<file path="config.mk">
export PLATFORM = sky130hd
export DESIGN_NAME = seq_booth_multiplier
export DESIGN_NICKNAME = d
export VERILOG_FILES = /design/src/rtl/seq_booth_multiplier.sv
export SDC_FILE = /design/constraint.sdc
export NUM_CORES = 1
export LEC_CHECK = 0
export ABC_AREA = 1
export CORE_MARGIN = 3
export CORE_UTILIZATION = 25
export CTS_BUF_LIST = sky130_fd_sc_hd__clkbuf_16
export CTS_CLUSTER_DIAMETER = 120
export DETAILED_ROUTE_END_ITERATION = 10
export SYNTH_ARGS = -nofsm -noshare
export SYNTH_HDL_FRONTEND = slang
export SYNTH_SLANG_ARGS = --single-unit
</file>
<file path="constraint.sdc">
create_clock -name clk -period 3.6 [get_ports clk]
set_clock_uncertainty 0.05 [all_clocks]
set_input_delay 0.54 -clock clk [delete_from_list [all_inputs] [get_ports clk]]
set_output_delay 0.54 -clock clk [all_outputs]
set_load 0.05 [all_outputs]
</file>
<file path="src/rtl/seq_booth_multiplier.sv">
// Radix-2 Booth sequential multiplier with a WIDTH parameter and signed/unsigned selection
// for each operation. Operands enter and results leave through valid/ready handshakes.
// When ZERO_SKIP is set, an operation with a zero operand finishes without running the Booth steps.
module seq_booth_multiplier #(
  parameter int WIDTH     = 32,
  parameter bit ZERO_SKIP = 1'b1
) (
  input  logic               clk,
  input  logic               reset_n,
  input  logic               in_valid,
  output logic               in_ready,
  input  logic               is_signed,
  input  logic [WIDTH-1:0]   a,
  input  logic [WIDTH-1:0]   b,
  output logic               out_valid,
  input  logic               out_ready,
  output logic [2*WIDTH-1:0] prod,
  output logic               busy
);

  // The accumulator carries one guard bit beyond the (WIDTH+1)-bit extended operands.
  // An add or subtract of the multiplicand can reach nearly 2^(WIDTH+1) in magnitude
  // before the shift. The low 2*WIDTH bits of {acc,q} are still the exact product.
  localparam int AW = WIDTH + 2;
  localparam int QW = WIDTH + 1;
  localparam int CW = $clog2(WIDTH + 2);
  localparam logic [CW-1:0] CNT_LOAD = CW'(WIDTH + 1);
  localparam logic [CW-1:0] CNT_ONE  = CW'(1);

  typedef enum logic [1:0] {
    S_IDLE = 2'd0,
    S_RUN  = 2'd1,
    S_DONE = 2'd2
  } state_t;

  state_t              r_state;
  logic [AW-1:0]       r_acc;
  logic [AW-1:0]       r_mcand;
  logic [QW-1:0]       r_q;
  logic                r_qm1;
  logic [CW-1:0]       r_cnt;
  logic [2*WIDTH-1:0]  r_prod;
  logic                r_out_valid;
  logic                r_busy;

  logic                w_accept;
  logic                w_zero;
  logic [AW-1:0]       w_a_ext;
  logic [QW-1:0]       w_b_ext;
  logic [AW-1:0]       w_sum;
  logic [AW+QW-1:0]    w_shift;

  // Operand acceptance and extension of each operand to the internal width
  always_comb begin
    in_ready = (r_state == S_IDLE) | ((r_state == S_DONE) & out_ready);
    w_accept = in_valid & in_ready;
    w_zero   = ZERO_SKIP && ((a == '0) || (b == '0));
    w_a_ext  = is_signed ? {{2{a[WIDTH-1]}}, a} : {2'b00, a};
    w_b_ext  = is_signed ? {b[WIDTH-1], b} : {1'b0, b};
  end

  // One Booth step: conditional add/subtract, then arithmetic right shift of {acc,q}
  always_comb begin
    w_sum = r_acc;
    if (r_q[0] && !r_qm1)
      w_sum = r_acc - r_mcand;
    else if (!r_q[0] && r_qm1)
      w_sum = r_acc + r_mcand;
    w_shift = $signed({w_sum, r_q}) >>> 1;
  end

  // Control FSM and datapath registers; outputs are registered alongside the state
  always_ff @(posedge clk or negedge reset_n) begin
    if (!reset_n) begin
      r_state     <= S_IDLE;
      r_acc       <= '0;
      r_mcand     <= '0;
      r_q         <= '0;
      r_qm1       <= 1'b0;
      r_cnt       <= '0;
      r_prod      <= '0;
      r_out_valid <= 1'b0;
      r_busy      <= 1'b0;
    end else if (w_accept) begin
      r_mcand <= w_a_ext;
      r_q     <= w_b_ext;
      r_qm1   <= 1'b0;
      r_acc   <= '0;
      if (w_zero) begin
        r_prod      <= '0;
        r_cnt       <= '0;
        r_state     <= S_DONE;
        r_out_valid <= 1'b1;
        r_busy      <= 1'b0;
      end else begin
        r_cnt       <= CNT_LOAD;
        r_state     <= S_RUN;
        r_out_valid <= 1'b0;
        r_busy      <= 1'b1;
      end
    end else begin
      case (r_state)
        S_RUN: begin
          r_acc <= w_shift[AW+QW-1:QW];
          r_q   <= w_shift[QW-1:0];
          r_qm1 <= r_q[0];
          r_cnt <= r_cnt - CNT_ONE;
          if (r_cnt == CNT_ONE) begin
            r_prod      <= w_shift[2*WIDTH-1:0];
            r_state     <= S_DONE;
            r_out_valid <= 1'b1;
            r_busy      <= 1'b0;
          end
        end
        S_DONE: begin
          if (out_ready) begin
            r_state     <= S_IDLE;
            r_out_valid <= 1'b0;
          end
        end
        S_IDLE: ;
        default: begin
          r_state     <= S_IDLE;
          r_out_valid <= 1'b0;
          r_busy      <= 1'b0;
        end
      endcase
    end
  end

  assign prod      = r_prod;
  assign out_valid = r_out_valid;
  assign busy      = r_busy;

endmodule

</file>
After elaboration in Yosys (flattened, before gate mapping)
Cells that the tools add are included.
Widths: inputs -> output; s select.
- register bits: 176
- bits of input ports: 69
- output and inout bits: 67
- word-level logic and storage cells: 68
- $add $sub $neg: 3
- eq/ne operators: 8
- muxes and demuxes: 31
- bitwise logic cells: 3
- reduce and logical (&&, ||, !) cells: 14
- operators by type and width (cell ; count):
    $mux 64 ; 4
    $mux 34 ; 5
    $mux 33 ; 3
    $logic_not 32->1 ; 2
    $add 34x34->34 ; 1
    $sub 34x34->34 ; 1
    $mux 6 ; 3
    $mux 1 ; 9
    $mux 2 ; 4
    $eq 6x1->1 const B ; 1
    $ne 3x3->1 const B ; 2
    $pmux 2 s3 ; 1
    $reduce_and 3->1 ; 2
    $sub 6x1->6 const B ; 1
    $ne 2x1->1 const B ; 2
    $reduce_bool 2->1 ; 2
    $pmux 1 s3 ; 1
    $and 1x1->1 ; 2
    $eq 2x1->1 const B ; 1
    $eq 2x2->1 const B ; 1
    $logic_and 1x1->1 ; 2
    $logic_not 1->1 ; 2
    $logic_not 2->1 ; 1
    $ne 2x2->1 const B ; 1
    5 further kinds ; 5

Longest topological paths before layout
- depth after elaboration: 7
- gate-level depth with buffers: 19
- depth with buffers taken out: 18

Worst setup path after synthesis
No wires, ideal clock.
- path type: register to register
- start: register, netlist name out_valid
- end: register r_prod[0] (netlist: prod[0])
- setup time: 0.074 ns
- arrival: 2.070 ns
- data required time: 3.476 ns
- path slack: 1.406 ns
- cell stages (with the launch flop): 13
- path buffers: 1
- clock period less this slack: 2.194 ns
- path through: dfrtp_1 inv_2 nor2_4 nor2_4 nand2_2 inv_2 nand3_2 nand2_2 nor2_8 inv_2 clkbuf_1 nand2_1 o21ai_2
- RTL lines (element ; line ; RTL):
    end signal, assigned ; 109 ; r_prod <= w_shift[2*WIDTH-1:0];
    end, declared ; 42 ; logic [2*WIDTH-1:0] r_prod;

Worst setup path in the final report
- start: register r_acc[0]
- end: register r_prod[62] (netlist: prod[62])
- word-level cells in the longest chain between the ends: 6
- elaborated cells between the ends (all ways): 7
- those cells by class: add/sub: 2; mux: 5
- ends and longest elaborated chain (element ; line ; RTL):
    start, declared ; 37 ; logic [AW-1:0] r_acc;
    start signal, assigned ; 104 ; r_acc <= w_shift[AW+QW-1:QW];
    $add 34x34->34 ; 68 ; w_sum = r_acc + r_mcand;
    $mux 34 ; 67 ; else if (!r_q[0] && r_qm1)
    $mux 34 (*) ; 65 ; if (r_q[0] && !r_qm1)
    $mux 64 (*) ; 108 ; if (r_cnt == CNT_ONE) begin
    $mux 64 (*) ; 102 ; case (r_state)
    $mux 64 (*) ; 84 ; end else if (w_accept) begin
Mark *: on every way between the ends. The rest lies on a longest branch, timed or not. The select of a mux whose other input is x is not followed.
A chain may end at the register's enable or synchronous reset.

==> results_tabular.tex <==
\begin{tabular}{lr}
\hline
Metric & Value \\
\hline
\multicolumn{2}{l}{\textbf{Floorplan}} \\
Die Span Y & 231 um \\
Num ports & 136 \\
Initial core utilization & 25.6\% \\
Floorplan die width & 231 um \\
Row cnt & 81 \\
CORE AREA & 49,600 sq um \\
Area of the die & 53,500 sq um \\
\multicolumn{2}{l}{\textbf{Timing}} \\
Maximum clock rate & 0.354 GHz \\
Min cycle time layout & 2830 ps \\
Worst slew pin tran & 950 ps \\
Total count of max-transition violations in the final report & 0 \\
Final hold violation count & 0 \\
Setup repair after global routing missed its margin & false \\
Share of the clock period used by the worst path & 78.5\% \\
Worst max-slew margin expressed relative to the limit & 36.6\% \\
Final setup violation count & 0 \\
Post-route setup TNS & 0 ps \\
\multicolumn{2}{l}{\textbf{Cells and area}} \\
Share of layout cells above drive strength 1 & 3.72\% \\
Diodes inserted & 0 \\
Number of filler cells placed in the layout & 5,395 \\
Most common library cell in the layout ignoring fill and taps & sky130\_fd\_sc\_hd\_\_nand2\_1 \\
Area overhead of the layout relative to synthesis & 20.5\% \\
Leading cell types in the layout, fill and taps excluded & 654 x sky130\_fd\_sc\_hd\_\_nand2\_1, 287 x sky130\_fd\_sc\_hd\_\_inv\_1, 173 x sky130\_fd\_sc\_hd\_\_dfrtp\_1, 134 x sky130\_fd\_sc\_hd\_\_clkdlybuf4s50\_1, 131 x sky130\_fd\_sc\_hd\_\_nor2\_1 \\
Net count reported at finish & 2,168 \\
Final Cell Area & 15,300 sq um \\
\multicolumn{2}{l}{\textbf{Clock tree}} \\
Library cell used as clock root buffer & sky130\_fd\_sc\_hd\_\_clkbuf\_16 \\
Number of sinks handled by clock tree synthesis & 173 \\
Clock transition at the registers of the reported paths & 80 ps \\
CTS H-tree depth & 4 \\
Hold Buf Count CTS & 0 \\
Post-CTS Setup Repair Bufs & 0 \\
CTS Buf Count & 17 \\
Max Buffers Root-to-Sink & 2 \\
Post-CTS Resized & 0 \\
Worst-Skew Late Latency & 470 ps \\
CTS tree & done \\
\multicolumn{2}{l}{\textbf{Detailed routing}} \\
Length of the first detailed-routing pass in iterations & 6 \\
Number of nets with antenna violations after routing & 0 \\
Wirelength per Cell & 17.4 um \\
Routed wire length & 47.1 mm \\
Via-per-instance ratio & 4.77 \\
Initial DRC count & 1,236 \\
Count of vias placed by the detailed router & 12.9k \\
Detailed-route DRC error count & 0 \\
\multicolumn{2}{l}{\textbf{Global route}} \\
Met2 track demand over resource in global routing & 28.4\% \\
Wire length of the first global-routing pass & 72.9 mm \\
GR Util All Layers & 17.6\% \\
Vias in the first global route & 12.7k \\
Final global-route overflow total & 0 \\
Global-route track usage on met3 & 3.34\% \\
Most congested layer reported by global routing & met2 \\
Met1 capacity usage during global routing & 24.0\% \\
Largest net degree at the start of global routing & 115 \\
Initial antenna violation count & 1 \\
\multicolumn{2}{l}{\textbf{Logic synthesis}} \\
Number of enable-type register cells in the synthesized netlist & 0 \\
Top\_reg\_cell synth & sky130\_fd\_sc\_hd\_\_dfrtp\_1 \\
Cell area after technology mapping & 12,700 sq um \\
Portion of the post-synthesis area used by sequential elements & 34.1\% \\
Net count after synthesis & 2,073 \\
Cells after Synth & 1,934 \\
Total of warnings raised by yosys & 0 \\
Share of flip-flops with an asynchronous set or reset after synthesis & 100\% \\
Number of unique standard cell types used by synthesis & 40 \\
Synthesized flop and latch total & 173 \\
Avg Synthesized Cell Area & 6.56 sq um \\
\multicolumn{2}{l}{\textbf{Setup path}} \\
Arrival time worst endpoint & 3120 ps \\
Endpoint class of the critical path & register \\
Element type at the critical path start & register \\
Data required time at the worst endpoint & 3900 ps \\
Maximum fanout encountered on the critical timing path & 4 \\
Kind of critical path & register to register \\
\multicolumn{2}{l}{\textbf{Worst hold path}} \\
Type of the worst min-delay path & input pin to async pin \\
\multicolumn{2}{l}{\textbf{Placement}} \\
Number of port buffers & 135 \\
RD Place Congestion & 0.972 \\
DP Wirelength & 36.3 mm \\
Dpl cell area & 14,700 sq um \\
\multicolumn{2}{l}{\textbf{Outcome}} \\
Result of the run & complete, no violations \\
\multicolumn{2}{l}{\textbf{Job}} \\
Max-cap check violation count & 0 \\
\hline
\end{tabular}
## worst max-delay path: stages (launching register included)
cell                      delay, ps
sky130_fd_sc_hd__dfrtp_1        400
sky130_fd_sc_hd__ha_1           260
sky130_fd_sc_hd__inv_1           70
sky130_fd_sc_hd__fa_1           380
sky130_fd_sc_hd__inv_1          210
sky130_fd_sc_hd__nand4_1        180
sky130_fd_sc_hd__nand3_1        220
sky130_fd_sc_hd__nand2_1        100
sky130_fd_sc_hd__nand3_1        200
sky130_fd_sc_hd__nand2_1        160
sky130_fd_sc_hd__nand3_1        120
sky130_fd_sc_hd__nand3_1        140
sky130_fd_sc_hd__nand4_1        140
sky130_fd_sc_hd__nand2_1         60
## registers in the layout, indices dropped and copies added (netlist names)
name       flops
prod          64
r_state        1
r_mcand       33
r_q           33
out_valid      1
busy           1
r_acc         33
r_cnt          6
r_qm1          1
## final timing paths
| check | cells past startpoint | slack (ps) | end | from |
|---|---|---|---|---|
| setup / recovery | 13 | 770 | prod[62]$_DFFE_PN0P_ | r_acc[0]$_DFFE_PN0P_ |
| hold / removal | 1 | 40 | r_q[24]$_DFFE_PN0P_ | reset_n |
| setup reg to reg | 13 | 770 | prod[62]$_DFFE_PN0P_ | r_acc[0]$_DFFE_PN0P_ |
| hold reg to reg | 2 | 430 | prod[61]$_DFFE_PN0P_ | prod[61]$_DFFE_PN0P_ |
| max in group asynchronous | 2 | 2560 | busy$_DFFE_PN0P_ | reset_n |
| min in group clk | 2 | 430 | prod[61]$_DFFE_PN0P_ | prod[61]$_DFFE_PN0P_ |
## kinds of logic (layout without fill, tap and decap cells)
logic type	after synthesis	in the layout	share of synthesized area, %
simple gates	998	998	32.7
buf+inv	371	479	11.7
compound gates	320	320	14.3
flops	173	173	34.1
fa+ha+maj	70	70	7.02
xor+xnor	2	2	0.138
## through the flow
| step | cells | hold WS [ps] | utilization (%) | setup WS (ps) |
|---|---|---|---|---|
| 2_1_floorplan | 1934 | 194 | - | 1410 |
| 3_3_place_gp | 2674 | 418 | 29.6 | 614 |
| 3_5_place_dp | 2674 | 419 | 29.6 | 539 |
| 4_1_cts | 2706 | 56.8 | 30.8 | 796 |
| 5_1_grt | 2706 | 69.3 | 30.8 | 607 |
| 6_report | 2706 | 37.0 | 30.8 | 774 |
## synthesized netlist by cell type, drive strengths merged (3+ instances only)
master	count	area share, %
inv	296	8.8
clkbuf	41	1.3
a21oi	84	3.3
nor2	136	4.3
o221ai	14	0.97
o21ai	169	6.9
a31oi	6	0.30
nand3	121	4.9
nand3b	5	0.30
o2111ai	3	0.21
o21bai	17	1.0
nor3	21	0.87
buf	33	1.7
nand2	656	19
nand4	54	2.7
o211ai	23	1.4
ha	68	6.7
nor4	3	0.15
dfrtp	173	34
## routing by layer
layer  part of all wire (%)  wire [um]
met2                     46      21500
met4                    2.3       1070
met5                      0          0
met3                    5.7       2710
met1                     46      21800
## area by class of cell
type / count / area [sq um] / share of cell area (%)
clock inverter: 15 / 195 / 1.28
tap: 664 / 831 / 5.44
sequential: 173 / 4330 / 28.3
clock buffer: 17 / 425 / 2.78
inverter: 297 / 1120 / 7.31
multi-input combinational: 1390 / 6880 / 45.0
timing repair buffer: 150 / 1510 / 9.85
Power is left out: the tool's default activity adds up to more than one toggle a clock period on the data nets, which glitch-free logic cannot reach.
